[config.mk]
export PLATFORM = sky130hd
export DESIGN_NAME = alu_wb_master
export DESIGN_NICKNAME = d
export VERILOG_FILES = /design/src/rtl/alu_wb_master.sv
export SDC_FILE = /design/constraint.sdc
export NUM_CORES = 1
export LEC_CHECK = 0
export BUFFER_PORTS_ARGS = -buffer_cell sky130_fd_sc_hd__buf_2
export CAP_MARGIN = 15
export CORE_MARGIN = 5
export CORE_UTILIZATION = 40
export CTS_CLUSTER_DIAMETER = 200
export CTS_CLUSTER_SIZE = 24
export DETAILED_ROUTE_END_ITERATION = 16
export HOLD_SLACK_MARGIN = 0.03
export PLACE_DENSITY_LB_ADDON = 0.12
export SYNTH_ARGS = -nofsm -noshare
export SYNTH_HDL_FRONTEND = slang
export SYNTH_SLANG_ARGS = --single-unit
[constraint.sdc]
create_clock -name wb_clk_i -period 1.68 [get_ports wb_clk_i]
set_input_delay 0.168 -clock wb_clk_i [delete_from_list [all_inputs] [get_ports wb_clk_i]]
set_output_delay 0.168 -clock wb_clk_i [all_outputs]
set_load 0.005 [all_outputs]
[src/rtl/alu_wb_master.sv]
// Single-outstanding Wishbone classic master.
// A command is accepted in IDLE, replayed on the bus in BUS until the slave
// acknowledges it or the cycle watchdog expires, and its result is presented
// in RESP until the consumer takes it. Every output comes straight from a flop.
//
// Handshakes: a transfer happens on a rising edge where valid and ready are
// both high. The side asserting valid holds its payload stable until that
// edge. Ready may depend on nothing but registered state.
module alu_wb_master #(
   parameter int unsigned TIMEOUT = 255
) (
   input  logic        wb_clk_i,
   input  logic        wb_rst_ni,
   input  logic        cmd_valid_i,
   output logic        cmd_ready_o,
   input  logic        cmd_we_i,
   input  logic [31:0] cmd_adr_i,
   input  logic [31:0] cmd_dat_i,
   input  logic [3:0]  cmd_sel_i,
   output logic        rsp_valid_o,
   input  logic        rsp_ready_i,
   output logic [31:0] rsp_dat_o,
   output logic        rsp_err_o,
   output logic        wbm_cyc_o,
   output logic        wbm_stb_o,
   output logic        wbm_we_o,
   output logic [3:0]  wbm_sel_o,
   output logic [31:0] wbm_adr_o,
   output logic [31:0] wbm_dat_o,
   input  logic [31:0] wbm_dat_i,
   input  logic        wbm_ack_i
);

   typedef enum logic [1:0] {
      S_IDLE = 2'd0,
      S_BUS  = 2'd1,
      S_RESP = 2'd2
   } state_t;

   // Watchdog fires when the counter reaches TIMEOUT-1, giving exactly
   // TIMEOUT strobe cycles. TIMEOUT of zero turns the watchdog off.
   localparam logic       LP_TO_EN   = (TIMEOUT != 0);
   localparam logic [7:0] LP_TO_LAST = (TIMEOUT == 0) ? 8'd0 : 8'(TIMEOUT - 1);

   state_t      r_state;
   state_t      w_state_nxt;
   logic [7:0]  r_cnt;
   logic [7:0]  w_cnt_nxt;
   logic        w_cmd_ready_nxt;
   logic        w_rsp_valid_nxt;
   logic [31:0] w_rsp_dat_nxt;
   logic        w_rsp_err_nxt;
   logic        w_cyc_nxt;
   logic        w_stb_nxt;
   logic        w_we_nxt;
   logic [3:0]  w_sel_nxt;
   logic [31:0] w_adr_nxt;
   logic [31:0] w_dat_nxt;

   // Next-state and next-output logic; every register holds unless changed.
   always_comb begin
      w_state_nxt     = r_state;
      w_cnt_nxt       = r_cnt;
      w_cmd_ready_nxt = cmd_ready_o;
      w_rsp_valid_nxt = rsp_valid_o;
      w_rsp_dat_nxt   = rsp_dat_o;
      w_rsp_err_nxt   = rsp_err_o;
      w_cyc_nxt       = wbm_cyc_o;
      w_stb_nxt       = wbm_stb_o;
      w_we_nxt        = wbm_we_o;
      w_sel_nxt       = wbm_sel_o;
      w_adr_nxt       = wbm_adr_o;
      w_dat_nxt       = wbm_dat_o;

      case (r_state)
         S_IDLE: begin
            w_cmd_ready_nxt = 1'b1;
            if (cmd_valid_i && cmd_ready_o) begin
               // The command fields are captured here and nowhere else.
               w_cmd_ready_nxt = 1'b0;
               w_cnt_nxt       = 8'd0;
               w_cyc_nxt       = 1'b1;
               w_stb_nxt       = 1'b1;
               w_we_nxt        = cmd_we_i;
               w_sel_nxt       = cmd_sel_i;
               w_adr_nxt       = cmd_adr_i;
               w_dat_nxt       = cmd_we_i ? cmd_dat_i : 32'd0;
               w_state_nxt     = S_BUS;
            end
         end

         S_BUS: begin
            // Ack is tested first so that it wins over a same-cycle timeout.
            if (wbm_ack_i || (LP_TO_EN && (r_cnt == LP_TO_LAST))) begin
               w_rsp_valid_nxt = 1'b1;
               w_rsp_err_nxt   = !wbm_ack_i;
               w_rsp_dat_nxt   = (wbm_ack_i && !wbm_we_o) ? wbm_dat_i : 32'd0;
               w_cyc_nxt       = 1'b0;
               w_stb_nxt       = 1'b0;
               w_we_nxt        = 1'b0;
               w_sel_nxt       = 4'd0;
               w_adr_nxt       = 32'd0;
               w_dat_nxt       = 32'd0;
               w_state_nxt     = S_RESP;
            end else begin
               w_cnt_nxt = r_cnt + 8'd1;
            end
         end

         S_RESP: begin
            if (rsp_ready_i) begin
               w_rsp_valid_nxt = 1'b0;
               w_rsp_dat_nxt   = 32'd0;
               w_rsp_err_nxt   = 1'b0;
               w_cmd_ready_nxt = 1'b1;
               w_state_nxt     = S_IDLE;
            end
         end

         default: begin
            w_state_nxt     = S_IDLE;
            w_cmd_ready_nxt = 1'b0;
            w_rsp_valid_nxt = 1'b0;
            w_cyc_nxt       = 1'b0;
            w_stb_nxt       = 1'b0;
         end
      endcase
   end

   // State and output registers; reset clears the bus without waiting for a clock.
   always_ff @(posedge wb_clk_i or negedge wb_rst_ni) begin
      if (!wb_rst_ni) begin
         r_state     <= S_IDLE;
         r_cnt       <= 8'd0;
         cmd_ready_o <= 1'b0;
         rsp_valid_o <= 1'b0;
         rsp_dat_o   <= 32'd0;
         rsp_err_o   <= 1'b0;
         wbm_cyc_o   <= 1'b0;
         wbm_stb_o   <= 1'b0;
         wbm_we_o    <= 1'b0;
         wbm_sel_o   <= 4'd0;
         wbm_adr_o   <= 32'd0;
         wbm_dat_o   <= 32'd0;
      end else begin
         r_state     <= w_state_nxt;
         r_cnt       <= w_cnt_nxt;
         cmd_ready_o <= w_cmd_ready_nxt;
         rsp_valid_o <= w_rsp_valid_nxt;
         rsp_dat_o   <= w_rsp_dat_nxt;
         rsp_err_o   <= w_rsp_err_nxt;
         wbm_cyc_o   <= w_cyc_nxt;
         wbm_stb_o   <= w_stb_nxt;
         wbm_we_o    <= w_we_nxt;
         wbm_sel_o   <= w_sel_nxt;
         wbm_adr_o   <= w_adr_nxt;
         wbm_dat_o   <= w_dat_nxt;
      end
   end

endmodule

==> metrics.md <==
| Metric | Value |
|---|---|
| WL final | `13.89 mm` |
| Flops & latches, synth | `~120` |
| Sequential Power Share | `36.4%` |
| Port bufs | `about 210` |
| Worst-path clk slew | `0.06 ns` |
| Slew @ Worst Pin | `0.5864 ns` |
| Tot Pwr | `12.81 mW` |
| Die Height | `about 110 um` |
| Reg-to-reg endpoint | `wbm_dat_o[7]` |
| Die W | `113.6 um` |
| DP HPWL | `8.219 mm` |
| DRC | `0` |
| Final Cycle Share | `98.84%` |
| Die Area | `around 0.013 mm^2` |
| Path type of the worst min-delay path | `input pin to flop` |
| Critical Path Start Type | `flop` |
| Area grow syn2layout | `72.57%` |
| Fin Clk Skew | `0.009438 ns` |
| Clock share of power | `26.8%` |
| Critical Path End Type | `flop` |
| Hold_ws | `0.2425 ns` |
| # Max-Cap Violations | `0` |
| CTS max path bufs | `2` |
| Num ports | `212` |
| VDD IR max | `0.9002 mV` |
| Antenna violations before repair | `0` |
| Mapped Area | `0.004297 mm^2` |
| Primary FF master, synth | `dfrtp_1` |
| Pleak | `between 3 and 4 nW` |
| H-tree depth | `4` |
| Setup slack at placement | `approximately 0.0071 ns` |
| Hold Fails Final Rpt | `0` |
| Final-layout fill cell count | `710` |
| R2r worst-path depth | `6` |
| Antenna viol nets, final | `0` |
| Largest net degree at the start of global routing | `116` |
| Library cells used by synthesis | `40` |
| Final number of setup-violating endpoints | `0` |
| Vias per cell | `~5.1` |
| First drt pass iteration count | `4` |
| Worst skew pair latency | `0.50 ns` |
| Vias | `3998` |
| Diode count | `0` |
| Switching pwr | `4.001 mW` |
| Internal Pwr Total | `roughly 9 mW` |
| R2r setup slk | `roughly 0.019 ns` |
| Root buf cell | `clkbuf_8` |
| Slew headroom | `between 60% and 70%` |
| Fmax | `0.6022 GHz` |
| Layout cells sized above 1 | `43.43%` |
| Initial DRC Count | `268` |
| Yosys warning count | `0` |
| Routed wire length per instance | `17.58 um` |
| Arr. time, crit path | `roughly 2.1 ns` |
| Crit path capture | `wbm_dat_o[7]` |
| Post-synthesis async set-or-reset flop share | `100.0%` |
| Final worst setup slack | `around 0.019 ns` |
| Sw frac | `31.24%` |
| Total Routing Usage GR | `21.27%` |
| CTS tree | `built` |
| Initial Utilization | `41.25%` |
| Final #Nets | `~750` |
| Final Cell Area | `0.007415 mm^2` |
| Vias in the first global route | `4364` |
| Pwr Density | `between 1500 and 2000 mW/mm^2` |
| Syn_nets | `411` |
| Clk sinks | `approximately 120` |
| Placed Area | `0.005687 mm^2` |
| Total congestion overflow | `0` |
| Crit Path Class | `flop to flop` |
| Pins Over Slew Limit | `0` |
| First-pass GRT wire length | `21.96 mm` |
| Crit path max fanout | `7` |
| Sequential area share after synthesis | `~67%` |
| Final TNS setup | `0 ns` |
| Num CTS Buffers | `17` |
| Worst EP required | `2.11 ns` |
| Total core area | `0.01042 mm^2` |
| Combinational share of power | `36.8%` |
| Status | `completed` |
| Setup crit start | `r_cnt[1]` |
| Crit Reg-Reg Startpoint | `r_cnt[1]` |
| Mapped Cells | `around 300` |
| Syn Area/Cell | `around 14 um^2` |
| Gpl congestion | `0.8477` |
| Crit path time final | `about 1.7 ns` |
| Rows | `37` |
| Number of synthesized flops with an enable pin | `0` |
[synth_stat cells (2+ instances only)]
library cell	n	area share, %
dfrtp_1	115	67
a22o_1	101	21
buf_2	17	2.0
o21ai_0	7	0.82
nand2_1	6	0.52
a21oi_1	4	0.47
clkbuf_1	4	0.35
nand3_1	4	0.47
a21o_1	3	0.52
and3_1	3	0.44
inv_1	3	0.26
a211o_1	2	0.41
buf_4	2	0.35
ha_1	2	0.58
nand2b_1	2	0.29
nor2_1	2	0.17
nor3_1	2	0.23
o21ai_1	2	0.23
[how the worst min path moves through the flow]
stage,start,end,slack [ns],depth (start not counted)
floorplan,wb_rst_ni,cmd_ready_o,-0.13,0
global placement,wb_rst_ni,rsp_dat_o[23],0.30,2
detailed placement,wb_rst_ni,rsp_dat_o[27],0.31,2
CTS,cmd_we_i,wbm_we_o,0.21,4
global route,cmd_we_i,wbm_dat_o[16],0.25,4
finish,cmd_we_i,wbm_we_o,0.24,4
[timing repair]
action                                 in CTS  in global routing
hold buffers                              103                  0
resized for setup                           0                  7
endpoints found under the hold margin     218                  0
setup buffers                               0                  2
setup endpoints to repair                   0                103
[per-stage QoR]
stage	cells	utilization [%]
after floorplan	303	-
after global placement	652	54.59
after detailed placement	652	54.59
after CTS	785	70.01
after global routing	790	71.18
final	790	71.18
[cell type report]
type,instances,area [um^2],share of cell area (%)
clock buffers,21,469.2,6.328
clock inverters,9,105.1,1.417
inverters,4,15.01,0.2025
multi-input cells,160,1329,17.92
flip-flops and latches,115,2878,38.81
well taps,136,170.2,2.295
repair buffers,345,2449,33.02
[power groups by stage]
stage | logic [mW] | registers (mW) | clock network (mW)
after CTS | 4.45 | 4.63 | 3.53
after detailed placement | 4.26 | 4.61 | 0
after floorplan | 1.95 | 4.71 | 0
final | 4.71 | 4.66 | 3.43
after global placement | 4.17 | 4.63 | 0
after global routing | 5.12 | 4.80 | 3.67
[metal layers]
metal  global-route usage, %  up-vias  part of all wire, %
li1                        -     1845                    -
met4                   8.814        0                  2.6
met5                       0        -                    0
met1                   27.55     1920                   41
met3                   5.729       34                  7.3
met2                   33.92      199                   49
[layout by cell type (no fill, tap or decap), drive strengths merged, types with 3 or more instances in the layout]
cell	n
nor3	3
dlygate4sd3	103
inv	4
a21oi	5
a22o	101
nor2	3
o21ai	9
nand2	6
clkinv	3
clkbuf	23
clkinvlp	4
nand3	4
dfrtp	115
a21o	3
and3	3
buf	240
[critical path, cell delays in order, from the launching register on]
cell and delay [ns]:
dfrtp_1 0.41, ha_4 0.18, nand3_4 0.08, o21bai_4 0.10
a21oi_4 0.42, clkbuf_16 0.25, a22o_1 0.15
[registers in the layout, indices dropped and copies added, names as in the netlist]
| name | cells |
|---|---|
| cmd_ready_o | 1 |
| r_cnt | 8 |
| r_state | 2 |
| rsp_dat_o | 32 |
| rsp_err_o | 1 |
| rsp_valid_o | 1 |
| wbm_adr_o | 32 |
| wbm_dat_o | 32 |
| wbm_sel_o | 4 |
| wbm_stb_o | 1 |
| wbm_we_o | 1 |
[cell families (layout without fill, tap and decap cells)]
group / Yosys count / in the layout / share of synthesized area (%)
muxes: 1 / 1 / 0.2330
adders and majority gates: 2 / 2 / 0.5823
buffers and inverters: 28 / 379 / 3.290
DFF: 115 / 115 / 66.98
and+or+nand+nor: 30 / 30 / 4.369
AOI/OAI and AO/OA: 127 / 127 / 24.55
Note: power is estimated with default switching activity, not from simulation.
